==> src/rtl/aquila_dbus_router.sv <==
// aquila_dbus_router: routes the Aquila core data port to one of N_PORTS
// memory-mapped targets by decoding the top SEG_BITS address bits. Exactly one
// transaction may be outstanding. Unmapped addresses and (optionally) hung
// targets are answered with a one-cycle bus-error response, counted in
// err_count_o and recorded in err_addr_o.
// Optional feature macro: DBUS_TIMEOUT_EN builds the WAIT-state watchdog.
module aquila_dbus_router #(
    parameter int                          XLEN           = 32,
    parameter int                          N_PORTS        = 4,
    parameter int                          SEG_BITS       = 4,
    parameter logic [N_PORTS*SEG_BITS-1:0] PORT_SEG       = {4'hF, 4'hC, 4'h8, 4'h0},
    parameter int                          DEFAULT_PORT   = 1,
    parameter int                          TIMEOUT_CYCLES = 1024
) (
    input  logic                    clk_i,
    input  logic                    rst_i,
    input  logic                    p_strobe_i,
    input  logic [XLEN-1:0]         p_addr_i,
    input  logic                    p_rw_i,
    input  logic [XLEN/8-1:0]       p_byte_enable_i,
    input  logic [XLEN-1:0]         p_data_i,
    output logic [XLEN-1:0]         p_data_o,
    output logic                    p_ready_o,
    output logic                    p_error_o,
    output logic [N_PORTS-1:0]      s_strobe_o,
    output logic [N_PORTS-1:0]      s_rw_o,
    output logic [XLEN-1:0]         s_addr_o,
    output logic [XLEN/8-1:0]       s_byte_enable_o,
    output logic [XLEN-1:0]         s_data_o,
    input  logic [N_PORTS*XLEN-1:0] s_data_i,
    input  logic [N_PORTS-1:0]      s_ready_i,
    output logic [15:0]             err_count_o,
    output logic [XLEN-1:0]         err_addr_o
);

    localparam int SEL_W = (N_PORTS > 1) ? $clog2(N_PORTS) : 1;

    typedef enum logic [1:0] {
        IDLE,
        WAIT,
        ERR
    } state_t;

    state_t             state, state_n;
    logic [SEL_W-1:0]   sel_r;
    logic [XLEN-1:0]    addr_r;
    logic [SEG_BITS-1:0] seg;
    logic               mapped;
    logic [SEL_W-1:0]   dec_port;
    logic               sel_ready;
    logic [XLEN-1:0]    sel_data;
    logic               issue;
    logic               wd_expire;

    assign seg       = p_addr_i[XLEN-1 -: SEG_BITS];
    assign sel_ready = s_ready_i[sel_r];
    assign sel_data  = s_data_i[sel_r*XLEN +: XLEN];

    // Segment decode: scan downwards so the lowest matching port wins, then fall back to the default port.
    always_comb begin
        logic             hit;
        logic [SEL_W-1:0] hit_idx;
        hit      = 1'b0;
        hit_idx  = '0;
        mapped   = 1'b0;
        dec_port = '0;
        for (int k = N_PORTS - 1; k >= 0; k--) begin
            if (seg == PORT_SEG[k*SEG_BITS +: SEG_BITS]) begin
                hit     = 1'b1;
                hit_idx = SEL_W'(k);
            end
        end
        if (hit) begin
            mapped   = 1'b1;
            dec_port = hit_idx;
        end else if (DEFAULT_PORT < N_PORTS) begin
            mapped   = 1'b1;
            dec_port = SEL_W'(DEFAULT_PORT);
        end
    end

`ifdef DBUS_TIMEOUT_EN
    localparam int WD_W = $clog2(TIMEOUT_CYCLES + 1);

    logic [WD_W-1:0] wd_cnt;

    // The last allowed WAIT cycle sees the counter at TIMEOUT_CYCLES-1; a ready in that cycle still wins.
    assign wd_expire = (wd_cnt == WD_W'(TIMEOUT_CYCLES - 1));

    // Watchdog counts WAIT cycles that pass without the selected target answering.
    always_ff @(posedge clk_i) begin
        if (rst_i) begin
            wd_cnt <= '0;
        end else if (issue) begin
            wd_cnt <= '0;
        end else if (state == WAIT && !sel_ready) begin
            wd_cnt <= wd_cnt + 1'b1;
        end
    end
`else
    assign wd_expire = 1'b0;
`endif

    // Next-state and all core/target outputs; targets see a request only in the issuing IDLE cycle.
    always_comb begin
        state_n         = state;
        issue           = 1'b0;
        p_data_o        = '0;
        p_ready_o       = 1'b0;
        p_error_o       = 1'b0;
        s_strobe_o      = '0;
        s_rw_o          = '0;
        s_addr_o        = '0;
        s_byte_enable_o = '0;
        s_data_o        = '0;
        case (state)
            IDLE: begin
                if (p_strobe_i) begin
                    if (mapped) begin
                        issue                = 1'b1;
                        s_strobe_o[dec_port] = 1'b1;
                        s_rw_o[dec_port]     = p_rw_i;
                        s_addr_o             = p_addr_i;
                        s_byte_enable_o      = p_byte_enable_i;
                        s_data_o             = p_data_i;
                        state_n              = WAIT;
                    end else begin
                        state_n = ERR;
                    end
                end
            end
            WAIT: begin
                p_data_o  = sel_data;
                p_ready_o = sel_ready;
                if (sel_ready) begin
                    state_n = IDLE;
                end else if (wd_expire) begin
                    state_n = ERR;
                end
            end
            ERR: begin
                p_ready_o = 1'b1;
                p_error_o = 1'b1;
                state_n   = IDLE;
            end
            default: state_n = IDLE;
        endcase
    end

    // State register plus the request context captured when a strobe is accepted in IDLE.
    always_ff @(posedge clk_i) begin
        if (rst_i) begin
            state  <= IDLE;
            sel_r  <= '0;
            addr_r <= '0;
        end else begin
            state <= state_n;
            if (state == IDLE && p_strobe_i) begin
                sel_r  <= dec_port;
                addr_r <= p_addr_i;
            end
        end
    end

    // Error bookkeeping is updated as the ERR response is delivered.
    always_ff @(posedge clk_i) begin
        if (rst_i) begin
            err_count_o <= '0;
            err_addr_o  <= '0;
        end else if (state == ERR) begin
            err_addr_o <= addr_r;
            if (err_count_o != 16'hFFFF) begin
                err_count_o <= err_count_o + 16'd1;
            end
        end
    end

endmodule

==> config.mk <==
export PLATFORM = sky130hd
export DESIGN_NAME = aquila_dbus_router
export DESIGN_NICKNAME = d
export VERILOG_FILES = /design/src/rtl/aquila_dbus_router.sv
export SDC_FILE = /design/constraint.sdc
export NUM_CORES = 1
export LEC_CHECK = 0
export BUFFER_PORTS_ARGS = -buffer_cell sky130_fd_sc_hd__buf_4
export CAP_MARGIN = 10
export CORE_AREA = 2 2 141 143
export CTS_BUF_LIST = sky130_fd_sc_hd__clkbuf_8
export CTS_CLUSTER_SIZE = 12
export DETAILED_ROUTE_END_ITERATION = 16
export DIE_AREA = 0 0 143 145
export PLACE_DENSITY = 0.42
export SLEW_MARGIN = 20
export SYNTH_ARGS = -nofsm -noshare
export SYNTH_HDL_FRONTEND = slang
export SYNTH_SLANG_ARGS = --single-unit
export TNS_END_PERCENT = 50
==> constraint.sdc <==
create_clock -name clk_i -period 1.75 [get_ports clk_i]
set_input_delay 0.35 -clock clk_i [delete_from_list [all_inputs] [get_ports clk_i]]
set_output_delay 0.35 -clock clk_i [all_outputs]
set_load 0.005 [all_outputs]
==> flow_metrics.env, run 1 <==
export IMPL_layout_nets=746
export IMPL_seqPwrFrac_pct=5.9
export IMPL_cp_slowest_cell="mux4_2"
export IMPL_outcome="finished with violations"
export IMPL_clock_root_buffer="clkbuf_8"
export IMPL_final_cell_area_um2=4810
export IMPL_insertion_delay_ps=220
export IMPL_hpwl_um=9610
export IMPL_cp_top_family="multiplexers"
export IMPL_power_switching_uw=419
export IMPL_critPathMaxStageDelay_ps=520
export IMPL_critical_path_arrival_ps=1600
export IMPL_num_vias=2760
export IMPL_worstPathCellList="buf_12 > mux4_2 > and2_4 > buf_6"
export IMPL_post_cts_buffers=0
export IMPL_grt_pass1_vias=2896
export IMPL_yosysTopAreaCellShare_pct=36.2
export IMPL_ys_top_cells_by_area="mux4_2, and2_1, buf_4"
export IMPL_cts_hold_buf=0
export IMPL_drtAntennaViolNets=0
export IMPL_p_comb_share_pct=79.9
export IMPL_ioPinCount=362
export IMPL_fp_dieW_um=143
export IMPL_timing_final_ws_setup_ps=-199
export IMPL_synth_compound_area_share_pct=1.03
export IMPL_seq_area_frac_synth_pct=2.92
export IMPL_p_sw_share_pct=29.6
export IMPL_cts_clk_slew_worst_paths_ps=30
export IMPL_cts_buffer_depth=2
export IMPL_crit_buf_inv=2
export IMPL_synth_xor_area_share_pct=0.852
export IMPL_pre_cts_slack_ps=-44.2
export IMPL_slew_violations=0
export IMPL_port_buffers=312
export IMPL_fillers=2088
export IMPL_busiest_layer="met2"
export IMPL_yosys_warnings=0
export IMPL_cts_htree_levels=1
export IMPL_muxShareOfSynthArea_pct=36.2
export IMPL_routabilityCongestion=0.781
export IMPL_vias_per_cell=3.42
export IMPL_synth_distinct_cells=22
export IMPL_first_iter_violations=38
export IMPL_synth_adder_area_share_pct=0
export IMPL_synth_ff_type="dfxtp_1"
export IMPL_grt_overflow_total=0
export IMPL_cts_made_buffers=3
export IMPL_p_leak_uw=0.00243
export IMPL_diodes=0
export IMPL_fp_dieH_um=145
export IMPL_drcViolationCount=0
export IMPL_stdcell_count=806
export IMPL_worstSetupPathType="reg -> out"
export IMPL_grt_met1_usage_pct=9.42
export IMPL_period_share_pct=111
export IMPL_drt_total_wl_um=10900
export IMPL_core_um2=19200
export IMPL_use_met2_pct=19.8
export IMPL_grt_use_met3_pct=2.05
export IMPL_violations="setup timing"
export IMPL_place_inst=801
export IMPL_path_max_fanout=13
export IMPL_synth_edf_count=0
export IMPL_grt_max_degree=43
export IMPL_layout_drive_gt1_share_pct=72.3
export IMPL_min_path_type="in -> reg"
export IMPL_die_area_um2=20700
export IMPL_finClkSkew_ps=1.47
export IMPL_grt_total_usage_pct=9.64
export IMPL_yosysTopAreaCell="mux4_2"
export IMPL_tns_ps=-6030
export IMPL_fin_crit_ps=1950
export IMPL_synthArstFlopShare_pct=0
export IMPL_grt_setup_unrepaired="yes"
export IMPL_ir_drop_mv=0.106
export IMPL_num_rows=51
export IMPL_syn_to_final_growth_pct=134
export IMPL_power_uw=1410
export IMPL_internal_power_uw=996
export IMPL_synthSimpleGateAreaFrac_pct=35.8
export IMPL_cp_start_kind="flop"
export IMPL_finalSetupViolations=33
export IMPL_cp_depth=4
export IMPL_synth_top_family_by_area="multiplexers"
export IMPL_pwr_share_clk_pct=14.2
export IMPL_power_density_nw_per_um2=294
export IMPL_grt_pass1_wl_um=15700
export IMPL_drv_cap=0
export IMPL_dpl_instance_area_um2=4600
export IMPL_holdPathStages=2
export IMPL_synth_area_um2=2060
export IMPL_reg2regPathDepth=5
export IMPL_wire_per_inst_um=13.5
export IMPL_critPathRequiredTime_ps=1400
export IMPL_finalHoldViolations=0
export IMPL_tritoncts="done"
export IMPL_first_pass_iters=4
export IMPL_antenna_found_initial=0
export IMPL_max_freq_ghz=0.513
export IMPL_cts_sinks=3
export IMPL_end_kind="output port"
export IMPL_initial_core_util_pct=10.7
export IMPL_synth_area_per_cell_um2=9.02
export IMPL_synth_cells=228
export IMPL_synth_seq_cells=3
## sequential cells by signal, indices dropped and copies added (netlist names)
name and count:
sel_r 2, state 1
## cell type report
type / count / area [um2] / share of cell area, %
clock buffer: 3 / 41.3 / 0.858
tap: 265 / 332 / 6.89
timing repair buffer: 329 / 2600 / 54.1
sequential: 3 / 65.1 / 1.35
clock inverter: 1 / 3.75 / 0.0780
multi-input combinational: 205 / 1770 / 36.8
## cells in the final DEF, fill, tap and decap left out
cell type,synthesis,layout
a311oi_1,1,1
nor4_2,0,1
and3_1,2,1
and2_1,105,87
nor2_1,3,3
a211oi_2,0,1
buf_6,4,20
and3_4,0,1
nor2b_4,0,1
nand2_1,1,1
and4_1,1,1
dfxtp_2,0,1
dfxtp_1,3,1
buf_4,49,305
inv_1,0,1
a21oi_1,1,1
nand2b_1,1,1
and2_4,1,19
xnor2_1,2,2
clkbuf_8,0,3
buf_12,0,3
nand3_1,1,1
conb_1,1,49
mux4_2,33,33
buf_16,0,1
nor3_2,1,1
dfxtp_4,0,1
## power groups by stage
stage          combinational, uW  clock [uW]  sequential (uW)
2_1_floorplan                488           0             78.4
3_3_place_gp                1070           0             80.9
3_5_place_dp                1080           0             81.4
4_1_cts                     1120         205             84.0
5_1_grt                     1230         212             84.9
6_report                    1130         201             83.4
## logic make-up (layout without fill, tap and decap cells)
| group | count (synthesis) | in the layout |
|---|---|---|
| buffers and inverters | 68 | 333 |
| XOR/XNOR | 2 | 2 |
| flip-flops | 3 | 3 |
| other | 1 | 49 |
| multiplexers | 33 | 33 |
| AND/OR/NAND/NOR | 118 | 118 |
| AO/OA/AOI/OAI | 3 | 3 |
## path summary, 6_finish.rpt
path / slack, ps / from / end
worst max register to register: 140 / sel_r[0]$_SDFFE_PP0P_ / state[0]$_SDFFE_PP0P_
worst max-delay path: -200 / sel_r[0]$_SDFFE_PP0P_ / p_data_o[8]
worst min register to register: 480 / sel_r[1]$_SDFFE_PP0P_ / sel_r[1]$_SDFFE_PP0P_
worst min-delay path: 320 / rst_i / sel_r[1]$_SDFFE_PP0P_
## per-stage QoR
| stage | hold WS (ps) | utilization (%) |
|---|---|---|
| 4_1_cts | 323 | 24.6 |
| 5_1_grt | 331 | 25.1 |
| 3_5_place_dp | 469 | 24.0 |
| 6_report | 319 | 25.1 |
| 2_1_floorplan | 419 | - |
| 3_3_place_gp | 464 | 24.0 |
## synth_stat cells, drive strengths merged (2+ instances only)
cell type,number
and3,2
buf,57
xnor2,2
and2,106
mux4,33
clkbuf,11
nor2,3
dfxtp,3
## worst reg2reg max path: stages (launching register included)
cell     delay [ps]
dfxtp_4         390
buf_12          180
mux4_2          520
and2_4          180
buf_4           150
nor3_2          130
## what timing repair did
action	4_1_cts	5_1_grt
endpoints found under the setup margin	34	35
endpoints found under the hold margin	0	0
cloned	1	0
gates resized for setup	18	25
## metal layers
| layer | up-vias | routed length [um] |
|---|---|---|
| met4 | 0 | 96 |
| met2 | 216 | 5980 |
| li1 | 1307 | - |
| met5 | - | 0 |
| met1 | 1233 | 3590 |
| met3 | 4 | 1230 |
Note: power is estimated with default switching activity, not from simulation.
==> run 2, diff against run 1 <==
==> constraint.sdc (replaced) <==
create_clock -name clk_i -period 1.75 [get_ports clk_i]
set_input_delay 0.0875 -clock clk_i [delete_from_list [all_inputs] [get_ports clk_i]]
set_output_delay 0.0875 -clock clk_i [all_outputs]
set_load 0.005 [all_outputs]
==> run 2 against run 1 <==
The run now ends clean. Final cell count down 0.62%. First-iteration DRC count down 26%. Hold slack worse by 250 ps. Sequential cell count unchanged. Critical endpoint is now p_data_o[6]. Largest cell class unchanged. Highest routed layer unchanged.
==> flow_metrics.env, run 2 (same netlist as run 1, synthesis figures left out) <==
export IMPL_critPathRequiredTime_ps=1660
export IMPL_grt_pass1_vias=2934
export IMPL_clock_root_buffer="clkbuf_8"
export IMPL_routabilityCongestion=0.777
export IMPL_cts_clk_slew_worst_paths_ps=40
export IMPL_layout_drive_gt1_share_pct=72.9
export IMPL_timing_final_ws_setup_ps=33.1
export IMPL_final_cell_area_um2=4830
export IMPL_fin_crit_ps=1720
export IMPL_insertion_delay_ps=230
export IMPL_vias_per_cell=3.51
export IMPL_antenna_found_initial=0
export IMPL_ioPinCount=362
export IMPL_drt_total_wl_um=11100
export IMPL_finClkSkew_ps=8.45
export IMPL_core_um2=19200
export IMPL_tns_ps=0
export IMPL_worstSetupPathType="reg -> out"
export IMPL_syn_to_final_growth_pct=135
export IMPL_tritoncts="done"
export IMPL_hold_path_startpoint="rst_i"
export IMPL_fillers=2095
export IMPL_grt_setup_unrepaired="yes"
export IMPL_drtAntennaViolNets=0
export IMPL_drcViolationCount=0
export IMPL_grt_overflow_total=0
export IMPL_drv_cap=0
export IMPL_hpwl_um=9610
export IMPL_outcome="finished clean"
export IMPL_power_density_nw_per_um2=302
export IMPL_finalHoldViolations=0
export IMPL_holdPathStages=2
export IMPL_grt_total_usage_pct=9.49
export IMPL_layout_common_cells="buf_4, and2_1, conb_1"
export IMPL_reg2reg_to="state[0]$_SDFFE_PP0P_"
export IMPL_wl_met2_um=6170
export IMPL_largest_reg_flops=2
export IMPL_cts_made_buffers=3
export IMPL_p_leak_uw=0.00243
export IMPL_num_vias=2815
export IMPL_grt_pass1_wl_um=15400
export IMPL_hold_end="state[0]$_SDFFE_PP0P_"
export IMPL_worstPathCellList="buf_16 > mux4_2 > and2_4 > buf_4"
export IMPL_max_freq_ghz=0.582
export IMPL_layout_nets=741
export IMPL_critPathMaxStageDelay_ps=500
export IMPL_reg2regPathDepth=5
export IMPL_diodes=0
export IMPL_finalSetupViolations=0
export IMPL_m1WireLength_um=3670
export IMPL_ir_drop_mv=0.153
export IMPL_cts_sinks=3
export IMPL_r2r_setup_slack_ps=160
export IMPL_path_max_fanout=12
export IMPL_stdcell_count=801
export IMPL_dpl_instance_area_um2=4550
export IMPL_place_inst=794
export IMPL_num_rows=51
export IMPL_top_layer_used="met4"
export IMPL_routed_wl_met3_um=1160
export IMPL_fp_dieW_um=143
export IMPL_first_pass_iters=4
export IMPL_cts_buffer_depth=2
export IMPL_grt_max_degree=35
export IMPL_biggestRegsByFlops="sel_r (2), state (1)"
export IMPL_timing_rr_start="sel_r[0]$_SDFFE_PP0P_"
export IMPL_slew_violations=0
export IMPL_cp_slowest_cell="mux4_2"
export IMPL_cts_htree_levels=1
export IMPL_min_path_type="in -> reg"
export IMPL_largest_register="sel_r"
export IMPL_port_buffers=312
export IMPL_period_share_pct=98.1
export IMPL_pre_cts_slack_ps=227
export IMPL_wire_per_inst_um=13.9
export IMPL_first_iter_violations=28
export IMPL_die_area_um2=20700
export IMPL_end_kind="output port"
export IMPL_fin_hold_ws_ps=65.7
export IMPL_fp_dieH_um=145
export IMPL_critical_path_arrival_ps=1630
export IMPL_mostFrequentLayoutCell="buf_4"
export IMPL_initial_core_util_pct=10.7
export IMPL_cp_start_kind="flop"
## run 2: changes by cell type in the layout (fill, tap and decap cells not counted), moves of 5 or more
cell    before  now
and2_4      19   27
buf_6       20   25
buf_4      305  293
and2_1      87   79
## run 2: report_power, final
part	total [uW]	internal, uW	switching, uW
logic	1150	790	363
registers	88.2	73.9	14.3
clock network	220	151	68.1
## run 2: repair_timing
action,in CTS,in global routing
cloned,1,1
endpoints found under the hold margin,0,0
hold buffers,0,0
buffers inserted,0,1
resized for setup,12,44
setup endpoints to repair,16,26
## run 2: worst max path at each step
stage / slack (ps) / to / cells after the start / from
2_1_floorplan: 390 / p_data_o[10] / 4 / sel_r[0]$_SDFFE_PP0P_
3_3_place_gp: 240 / p_ready_o / 4 / sel_r[0]$_SDFFE_PP0P_
3_5_place_dp: 230 / p_ready_o / 4 / sel_r[0]$_SDFFE_PP0P_
4_1_cts: -20 / p_data_o[24] / 4 / sel_r[0]$_SDFFE_PP0P_
5_1_grt: -40 / p_data_o[2] / 4 / sel_r[0]$_SDFFE_PP0P_
6_report: 30 / p_data_o[6] / 4 / sel_r[0]$_SDFFE_PP0P_
## run 2: per-stage QoR
step	total power [uW]	utilization, %
final	1460	25.1
after global routing	1580	25.1
after CTS	1430	24.3
after detailed placement	1150	23.7
after global placement	1140	23.7
after floorplan	566	-
## run 2: cell type report
cell class                      instances  area, um2  area share [%]
Clock inverter                          1       3.75          0.0777
Multi-Input combinational cell        205       1770            36.7
Clock buffer                            3       41.3           0.855
Sequential cell                         3       65.1            1.35
Tap cell                              265        332            6.87
Timing Repair Buffer                  324       2610            54.1
## run 2: critical path, delay by kind of cell (launching register included)
family	cells	cell delay, ps
buf+inv	2	300
flops	1	430
mux	1	500
simple gates	1	160
## run 2: routing by layer
metal | track usage [%] | vias to the layer above
li1 | - | 1297
met3 | 2.08 | 8
met5 | 0 | -
met4 | 2.23 | 0
met2 | 19.6 | 224
met1 | 9.19 | 1286
==> run 3, diff against run 2 <==
Settings changed: SETUP_SLACK_MARGIN from default to 0.4.
==> run 3 against run 2 <==
Worst setup slack got worse by 13 ps. Count of clock-buffer cells in the layout unchanged. Fmax decreased by 0.78%. Power increased by 22%. Sequential power decreased by 4.6%. Core utilization increased by 4.4 points. Combinational power increased by 29%. Global-route usage increased by 1.2 points. Non-clock buffer count increased by 18. Die area unchanged. First-iteration DRC count increased by 25%. Clock skew about the same. Critical path type unchanged. Highest routed layer unchanged.
==> flow_metrics.env, run 3 (same netlist as run 1, synthesis figures left out) <==
export IMPL_critPathMaxStageDelay_ps=480
export IMPL_cts_buffer_depth=2
export IMPL_insertion_delay_ps=230
export IMPL_drv_cap=0
export IMPL_fp_dieW_um=143
export IMPL_r2r_setup_slack_ps=300
export IMPL_power_density_nw_per_um2=315
export IMPL_fp_dieH_um=145
export IMPL_hpwl_um=9610
export IMPL_timing_slew_headroom_pct=56.2
export IMPL_cp_start_kind="flop"
export IMPL_routabilityCongestion=0.777
export IMPL_diodes=0
export IMPL_largest_register="sel_r"
export IMPL_layout_common_cells="buf_4, buf_6, and2_4"
export IMPL_ioPinCount=362
export IMPL_core_um2=19200
export IMPL_antenna_found_initial=0
export IMPL_cp_slowest_cell="mux4_2"
export IMPL_drt_total_wl_um=12200
export IMPL_largest_reg_flops=2
export IMPL_path_max_fanout=6
export IMPL_first_iter_violations=35
export IMPL_tightest_slew_ps=651
export IMPL_cp_top_family="multiplexers"
export IMPL_layout_drive_gt1_share_pct=87.4
export IMPL_outcome="finished clean"
export IMPL_grt_total_usage_pct=10.6
export IMPL_cts_sinks=3
export IMPL_die_area_um2=20700
export IMPL_mostFrequentLayoutCell="buf_4"
export IMPL_grt_pass1_vias=3128
export IMPL_cts_made_buffers=3
export IMPL_port_buffers=312
export IMPL_worstSetupPathType="reg -> out"
export IMPL_num_rows=51
export IMPL_wire_per_inst_um=14.9
export IMPL_end_kind="output port"
export IMPL_syn_to_final_growth_pct=176
export IMPL_slew_violations=0
export IMPL_max_freq_ghz=0.578
export IMPL_biggestRegsByFlops="sel_r (2), state (1)"
export IMPL_min_path_type="in -> reg"
export IMPL_num_vias=2926
export IMPL_vias_per_cell=3.57
export IMPL_grt_pass1_wl_um=17100
export IMPL_grt_overflow_total=0
export IMPL_tns_ps=0
export IMPL_fin_hold_ws_ps=65.4
export IMPL_drcViolationCount=0
export IMPL_p_leak_uw=0.00278
export IMPL_crit_buf_inv=3
export IMPL_tritoncts="done"
export IMPL_finClkSkew_ps=8.95
export IMPL_clock_root_buffer="clkbuf_8"
export IMPL_first_pass_iters=4
export IMPL_cts_htree_levels=1
export IMPL_drtAntennaViolNets=0
export IMPL_finalSetupViolations=0
export IMPL_period_share_pct=98.9
export IMPL_critical_path_arrival_ps=1640
export IMPL_finalHoldViolations=0
export IMPL_worstPathCellList="buf_12 > buf_16 > mux4_2 > and2_1 > buf_4"
export IMPL_layout_nets=759
export IMPL_cts_clk_slew_worst_paths_ps=40
export IMPL_initial_core_util_pct=10.7
export IMPL_ir_drop_mv=0.155
export IMPL_critPathRequiredTime_ps=1660
export IMPL_fin_crit_ps=1730
export IMPL_grt_setup_unrepaired="yes"
export IMPL_grt_max_degree=35
export IMPL_fillers=1995
run 3: cell types whose count changed in the layout (fill, tap and decap cells not counted), moves of 4 or more:
cell    change
buf_4      -74
and2_4     +67
buf_8       +4
buf_12      +4
buf_16      +6
buf_6      +78
and2_1     -67
run 3: timing repair:
item / in CTS / in global routing
setup buffers: 7 / 6
endpoints found under the hold margin: 0 / 0
hold buffers: 0 / 0
gates cloned: 7 / 1
gates resized for setup: 197 / 27
endpoints found under the setup margin: 111 / 111
pin swaps: 68 / 53
run 3: layer usage:
metal | GRT usage, % | share of wire [%]
met1 | 10.3 | 33
met3 | 2.44 | 9.8
met4 | 2.23 | 1.1
met2 | 22.1 | 56
met5 | 0 | 0
run 3: worst paths after layout:
| check | start | end | cells past startpoint |
|---|---|---|---|
| worst max-delay path | sel_r[0]$_SDFFE_PP0P_ | p_data_o[15] | 5 |
| worst min-delay path | rst_i | state[0]$_SDFFE_PP0P_ | 2 |
| worst max register to register | sel_r[0]$_SDFFE_PP0P_ | state[0]$_SDFFE_PP0P_ | 4 |
| worst min register to register | sel_r[1]$_SDFFE_PP0P_ | sel_r[1]$_SDFFE_PP0P_ | 2 |
run 3: power breakdown:
part / internal [uW] / total (uW) / switching, uW
clock: 151 / 220 / 68.1
combinational: 1030 / 1480 / 450
sequential: 73.8 / 84.1 / 10.3
run 3: layout make-up:
cell class	count	area (um2)	area share [%]
clock buffer	3	41.3	0.728
sequential	3	68.8	1.21
tap	265	332	5.84
timing repair buffer	342	3240	57.1
clock inverter	1	3.75	0.0661
multi-input combinational	205	1990	35.0
run 3: through the flow:
| step | total power, uW | instance area (um2) | utilization (%) | instances | setup WS [ps] |
|---|---|---|---|---|---|
| finish | 1790 | 5680 | 29.5 | 819 | 19.6 |
| global placement | 1140 | 4550 | 23.7 | 794 | 241 |
| floorplan | 566 | 2240 | - | 276 | 395 |
| detailed placement | 1150 | 4550 | 23.7 | 794 | 227 |
| CTS | 1760 | 5490 | 28.6 | 812 | -10.9 |
| global route | 1920 | 5680 | 29.5 | 819 | -36.8 |
